===== config.mk =====
export PLATFORM = sky130hd
export DESIGN_NAME = fetch_pc_gen
export DESIGN_NICKNAME = d
export VERILOG_FILES = /design/src/rtl/fetch_pc_gen.sv
export SDC_FILE = /design/constraint.sdc
export NUM_CORES = 1
export LEC_CHECK = 0
export ABC_AREA = 1
export CAP_MARGIN = 20
export CORE_AREA = 5 5 131 96
export DETAILED_ROUTE_END_ITERATION = 8
export DIE_AREA = 0 0 136 101
export GPL_TIMING_DRIVEN = 0
export HOLD_SLACK_MARGIN = 0.12
export PLACE_DENSITY = 0.67
export SLEW_MARGIN = 20
export SYNTH_ARGS = -nofsm -noshare
export SYNTH_HDL_FRONTEND = slang
export SYNTH_SLANG_ARGS = --single-unit

===== constraint.sdc =====
create_clock -name clk_i -period 2.1 [get_ports clk_i]
set_input_delay 0.315 -clock clk_i [delete_from_list [all_inputs] [get_ports clk_i]]
set_output_delay 0.315 -clock clk_i [all_outputs]
set_load 0.02 [all_outputs]

===== src/rtl/fetch_pc_gen.sv =====
// Fetch program-counter generator: boot cycle, sequential stepping, prioritised
// trap/branch redirects, and a WFI halt state with a one-entry redirect buffer.
module fetch_pc_gen #(
  parameter int unsigned        width_p      = 32,
  parameter logic [width_p-1:0] reset_vec_p  = '0,
  parameter bit                 compressed_p = 1'b1
) (
  input  logic               clk_i,
  input  logic               rst_ni,
  input  logic               trap_valid_i,
  input  logic [width_p-1:0] trap_pc_i,
  input  logic               redirect_valid_i,
  input  logic [width_p-1:0] redirect_pc_i,
  input  logic               halt_i,
  input  logic               wake_i,
  input  logic               ready_i,
  input  logic               compressed_i,
  output logic [width_p-1:0] pc_o,
  output logic               valid_o,
  output logic               misalign_o
);

  typedef enum logic [1:0] {
    boot_s,
    run_s,
    halt_s
  } state_e;

  // Target bits that must be zero: bit 0 always, bit 1 too without 16-bit instructions.
  localparam logic [width_p-1:0] low_mask_c = compressed_p ? {{(width_p-1){1'b0}}, 1'b1}
                                                           : {{(width_p-2){1'b0}}, 2'b11};

  state_e             state_q;
  logic               pend_q;
  logic [width_p-1:0] pend_pc_q;
  logic               fire;
  logic [width_p-1:0] step;

  function automatic logic [width_p-1:0] align(input logic [width_p-1:0] t);
    return t & ~low_mask_c;
  endfunction

  function automatic logic misaligned(input logic [width_p-1:0] t);
    return |(t & low_mask_c);
  endfunction

  assign fire = valid_o & ready_i;
  assign step = (compressed_p && compressed_i) ? {{(width_p-3){1'b0}}, 3'd2}
                                               : {{(width_p-3){1'b0}}, 3'd4};

  // NOTE: every register here, including the pending buffer, uses non-blocking
  // assignments and is cleared by the async reset so no stale target survives a reset.
  always_ff @(posedge clk_i or negedge rst_ni) begin
    if (!rst_ni) begin
      state_q    <= boot_s;
      pc_o       <= reset_vec_p;
      valid_o    <= 1'b0;
      misalign_o <= 1'b0;
      pend_q     <= 1'b0;
      pend_pc_q  <= '0;
    end else begin
      misalign_o <= 1'b0;
      case (state_q)
        boot_s: begin
          state_q <= run_s;
          valid_o <= 1'b1;
        end

        run_s: begin
          if (trap_valid_i) begin
            pc_o       <= align(trap_pc_i);
            misalign_o <= misaligned(trap_pc_i);
          end else begin
            if (redirect_valid_i) begin
              pc_o       <= align(redirect_pc_i);
              misalign_o <= misaligned(redirect_pc_i);
            end else if (fire) begin
              pc_o <= pc_o + step;
            end
            if (halt_i) begin
              state_q <= halt_s;
              valid_o <= 1'b0;
            end
          end
        end

        halt_s: begin
          if (trap_valid_i) begin
            pc_o       <= align(trap_pc_i);
            misalign_o <= misaligned(trap_pc_i);
            pend_q     <= 1'b0;
            state_q    <= run_s;
            valid_o    <= 1'b1;
          end else if (wake_i) begin
            // A same-cycle redirect is newer than anything buffered.
            if (redirect_valid_i) begin
              pc_o       <= align(redirect_pc_i);
              misalign_o <= misaligned(redirect_pc_i);
            end else if (pend_q) begin
              pc_o       <= align(pend_pc_q);
              misalign_o <= misaligned(pend_pc_q);
            end
            pend_q  <= 1'b0;
            state_q <= run_s;
            valid_o <= 1'b1;
          end else if (redirect_valid_i) begin
            pend_q    <= 1'b1;
            pend_pc_q <= redirect_pc_i;
          end
        end

        default: begin
          state_q <= boot_s;
          valid_o <= 1'b0;
        end
      endcase
    end
  end

endmodule


## Word-level counts from Yosys, hierarchy flattened

Index checks and enable logic that the tools add are counted.

| word-level totals | value |
|---|---|
| output and inout port bits | 34 |
| logic and storage cells | 53 |
| input bits | 72 |
| register bits after elaboration | 69 |

| cells by class | value |
|---|---|
| add/subtract/negate cells | 1 |
| reductions and logical operators | 7 |
| equal/unequal tests | 7 |
| bitwise gates (word level) | 3 |
| muxes and demuxes | 29 |

Operators with widths:

| operator | number |
|---|---|
| $mux W32 | 7 |
| $pmux W32 S2 | 1 |
| $add A32 B3 Y32 | 1 |
| $mux W1 | 13 |
| $mux W2 | 4 |
| $ne A4 B4 Y1 const B | 2 |
| $reduce_and A4 Y1 | 2 |
| $pmux W2 S3 | 1 |
| $ne A2 B2 Y1 const B | 2 |
| $mux W3 | 1 |
| $ne A3 B3 Y1 const B | 1 |
| $pmux W1 S3 | 1 |
| $reduce_and A3 Y1 | 1 |
| $reduce_bool A3 Y1 | 1 |
| $eq A2 B1 Y1 const B | 1 |
| $eq A2 B2 Y1 const B | 1 |
| $logic_not A2 Y1 | 1 |
| $not A1 Y1 | 2 |
| $pmux W1 S2 | 1 |
| $reduce_and A2 Y1 | 1 |
| $reduce_bool A2 Y1 | 1 |
| $and A1 B1 Y1 | 1 |

## Logic depth before layout (Yosys ltp)

| logic depth | value |
|---|---|
| depth after elaboration | 6 |
| gate-level depth with buffers | 13 |
| depth with buffers taken out | 13 |

## Worst setup path after synthesis

Ideal clock, no wire load.

| path | value |
|---|---|
| kind | reg2reg |
| from | reg pc_o[1] |
| to | reg pc_o[23] |
| data arrival time | 2.005 ns |
| setup time | 0.129 ns |
| period minus slack after synthesis | 2.134 ns |
| cell stages (with the launch flop) | 14 |
| path slack | -0.034 ns |
| required time | 1.971 ns |
| path through | dfrtp_1 -> ha_1 -> inv_1 -> fa_1 -> inv_1 -> nand3_1 -> nor2_1 -> nand2_1 -> nor2_1 -> nand3_1 -> nand3_1 -> nand2_1 -> nand2_1 -> a21oi_1 |

| on the way | value |
|---|---|
| longest elaborated chain between the ends | 5 |

RTL lines:

| what | RTL line | source |
|---|---|---|
| from (decl) | 18 | `output logic [width_p-1:0] pc_o,` |
| from (signal assigned) | 56 | `pc_o <= reset_vec_p;` |
| from (signal assigned) | 71 | `pc_o <= align(trap_pc_i);` |
| from (signal assigned) | 75 | `pc_o <= align(redirect_pc_i);` |
| $add A32 B3 Y32 | 78 | `pc_o <= pc_o + step;` |
| $mux W32 | 77 | `end else if (fire) begin` |
| $mux W32 | 74 | `if (redirect_valid_i) begin` |
| $mux W32 | 70 | `if (trap_valid_i) begin` |
| $pmux W32 S2 | 63 | `case (state_q)` |

Every way passes these cells. The select of a mux whose other input is x is not followed.
A chain may end at the register's enable or synchronous reset.

## Final worst setup path

| path | value |
|---|---|
| from | reg state_q[0] |
| to | reg pc_o[26] |

| on the way | value |
|---|---|
| longest elaborated chain between the ends | 3 |

RTL lines:

| what | RTL line | source |
|---|---|---|
| from (decl) | 33 | `state_e state_q;` |
| from (signal assigned) | 55 | `state_q <= boot_s;` |
| from (signal assigned) | 65 | `state_q <= run_s;` |
| from (signal assigned) | 81 | `state_q <= halt_s;` |
| $eq A2 B1 Y1 or $eq A2 B2 Y1 (tied branches) | 63 |  |
| $ne A4 B4 Y1 (no line), or another cell as far along | -- |  |
| $reduce_and A4 Y1 (no line) | -- |  |
| to (signal assigned) | 71 |  |
| to (signal assigned) | 75 |  |
| to (signal assigned) | 78 |  |

Several ways; a longest one is shown, not always the timed one.

==> flow_summary.json <==
{
  "status": "finished, violations left",
  "violations": "setup timing",
  "cpMostUsedCell": "buf_4",
  "ff2ff_path_depth": 10,
  "crit_path_start_kind": "flop",
  "finish.net_count": 852,
  "finalHoldViolCount": 0,
  "synth_top_area_cell": "dfrtp_1",
  "swShare_pct": 45.77,
  "dpl.cell_count": 913,
  "fmax_mhz": 476.0,
  "r2r_setup_slack_ns": -0.0007,
  "path_class": "flop to flop",
  "syn_area_per_cell_um2": 6.847,
  "netlist_area_um2": 4464,
  "track_usage_pct": 24.55,
  "setup_ws_ns": -0.0006828,
  "clk_latency_ns": 0.35,
  "drive_gt1_share_pct": 9.383,
  "rsz0062_at_grt": "true",
  "synth_fa_ha_area_share_pct": 2.130,
  "final_cell_count_no_fill": 935,
  "synth_top_area_share_pct": 38.12,
  "critPathMaxFanout": 10,
  "relSlewSlack_pct": 58.90,
  "hold_path.class": "input pin to asynchronous set/reset pin",
  "grt_pass1_vias": 4619,
  "synth_top_family_by_area": "simple AND/OR/NAND/NOR gates",
  "cpMaxStageDelayCell": "dfrtp_1",
  "yosysMostFrequentCell": "nand2_1",
  "dieArea_um2": 13740,
  "grt_max_degree": 55,
  "fin_crit_sh_pct": 100.0,
  "synthTopCellsByArea": "dfrtp_1 38%, nand2_1 18%, nor2_1 6.3%",
  "dp_slack_ns": -0.8346,
  "arrival_ns": 2.31,
  "die_w_um": 136,
  "total_leakage_power_nw": 2.784,
  "synth_edf_count": 0,
  "power_frac_comb_pct": 53.0,
  "cts_buffers": 9,
  "drt_iter0_drc": 547,
  "clock-sinks": 68,
  "antenna_cells": 0,
  "ys_ff_latch": 68,
  "die_h_um": 101,
  "r2r-start": "state_q[0]",
  "clock_skew_ns": 0.005808,
  "syn-instance-count": 652,
  "synth_nets": 731,
  "cp_cell_sequence": "inv_1, ha_1, buf_4, inv_2, nor2_1, o21ai_1, nand2_2, buf_4, a221oi_2, a21oi_1",
  "htreeDepth": 3,
  "synth-simple-area-share_pct": 30.18,
  "ant_nets": 0,
  "dpl.hpwl_um": 12760,
  "p_per_area_nw_per_um2": 1437,
  "cp_data_required_time_ns": 2.31,
  "startpoint": "state_q[0]",
  "async_flop_share_pct": 100.0,
  "worst_pin_slew_ns": 0.6165,
  "via_count": 4931,
  "cts.path.max_buffers": 2,
  "port-buffer-count": 103,
  "synth_xor_area_share_pct": 0.9809,
  "ir_drop_mv": 0.5919,
  "ys.flop_type": "dfrtp_1",
  "synth_common_cells": "213 x nand2_1, 75 x nor2_1, 68 x dfrtp_1, 56 x inv_1, 44 x o21ai_0",
  "gp_congestion": 0.9401,
  "wl_um": 16590,
  "viasPerCell": 5.274,
  "syn2layout_area_growth_pct": 37.05,
  "timing.hold.ws_ns": 0.3692,
  "clkPwrFrac_pct": 16.6,
  "ys.warnings.count": 0,
  "synth_cell_types": 36,
  "ioPinCount": 106,
  "setup_viol": 1,
  "end_kind": "flop",
  "crit_buf_inv": 4,
  "start_util_pct": 39.60,
  "clk_pin_slew_worst_paths_ns": 0.06,
  "cts_tree": "done",
  "drc_errors": 0,
  "rows": 33,
  "slew_violations": 0,
  "grt_pass1_wl_um": 25610,
  "synth-compound-area-share_pct": 19.70,
  "power_switching_w": 0.004023,
  "clock-root-buffer": "clkbuf_16",
  "reg2reg_to": "pc_o[26]",
  "synth_seq_area_share_pct": 38.12,
  "crit_path_max_incr_delay_ns": 0.37,
  "crit_family": "compound AO/OA/AOI/OAI gates",
  "cell_internal_pwr_w": 0.004766,
  "fin_crit_ns": 2.101,
  "synth_mux_area_share_pct": 0,
  "core-area_um2": 11270,
  "avgRoutedWirePerCell_um": 17.74,
  "seq_power_share_pct": 30.4,
  "maxCapViolCount": 0,
  "first_pass_iters": 7,
  "antenna_found_initial": 0,
  "grt_overflow": 0
}
==> per-stage QoR <==
step,power [W],util (%),cell area [µm²],setup TNS [ns]
final,0.008790,54.28,6118,-0.0006828
after global routing,0.009388,54.28,6118,-0.3270
after CTS,0.008598,53.80,6065,0
after detailed placement,0.007057,50.73,5718,-9.667
after global placement,0.006956,50.51,5693,-124.23
after floorplan,0.005263,-,4466,0
==> final cells by class <==
class,count,area (µm²)
Inverter,62,235.2
Clock inverter,4,25.02
Timing Repair Buffer,110,1102
Tap cell,157,196.4
Multi-Input combinational cell,492,2431
Sequential cell,68,1703
Fill cell,1069,5154
Clock buffer,12,256.5
Buffer,30,168.9
==> cell usage in the layout, fill, tap and decap left out, types with 5 or more instances in the layout <==
cell type        instances
clkbuf_16                9
nand2_1                212
ha_1                     5
o21ai_1                  9
clkdlybuf4s50_1        101
inv_1                   55
dfrtp_1                 67
nand2_2                  5
clkbuf_1                11
inv_2                    6
o21bai_1                 6
o21ai_0                 43
a221oi_1                10
nand3b_1                 7
buf_4                   15
buf_2                    8
o22ai_1                 22
nor2_1                  73
a21oi_1                 36
nand3_1                 20
o221ai_1                 5
==> power by group through the flow <==
stage / registers, W / logic (W) / clock network (W)
CTS: 0.00265 / 0.00447 / 0.00147
finish: 0.00268 / 0.00466 / 0.00146
global placement: 0.00264 / 0.00432 / 0
floorplan: 0.00285 / 0.00241 / 0
global route: 0.00276 / 0.00509 / 0.00154
detailed placement: 0.00267 / 0.00439 / 0
==> cell families after synthesis <==
logic type | Yosys count
flip-flops | 68
AO/OA/AOI/OAI | 147
other | 1
adder cells (fa/ha/maj) | 7
XOR/XNOR | 5
AND/OR/NAND/NOR | 332
buffers and inverters | 92
==> worst max-delay path by stage <==
stage	endpoint	slack, ns	depth (start not counted)
2_1_floorplan	pc_o[23]	0.03	13
3_3_place_gp	pc_o[1]	-1.95	1
3_5_place_dp	pc_o[27]	-0.83	14
4_1_cts	pc_o[27]	0.02	13
5_1_grt	pc_o[29]	-0.05	10
6_report	pc_o[26]	-0.0007	10
==> repair_timing <==
item                                    in CTS  in global routing
hold buffers                                 1                  0
pin swaps                                    3                  4
endpoints found under the hold margin       14                  0
setup buffers                                3                  2
resized for setup                           10                 14
cloned                                       0                  0
endpoints found under the setup margin      14                 35
==> per-layer routing <==
metal	wire [µm]	vias to the layer above	track usage [%]
li1	-	2393	-
met1	7899	2334	36.10
met2	7083	188	34.61
met3	1406	16	8.683
met4	196	0	5.112
met5	0	-	0
==> registers in the layout, indices dropped and copies added (netlist names) <==
signal      count
misalign_o      1
pc_o           31
pend_pc_q      32
pend_q          1
state_q         2
valid_o         1
Note: power is estimated with default switching activity, not from simulation.
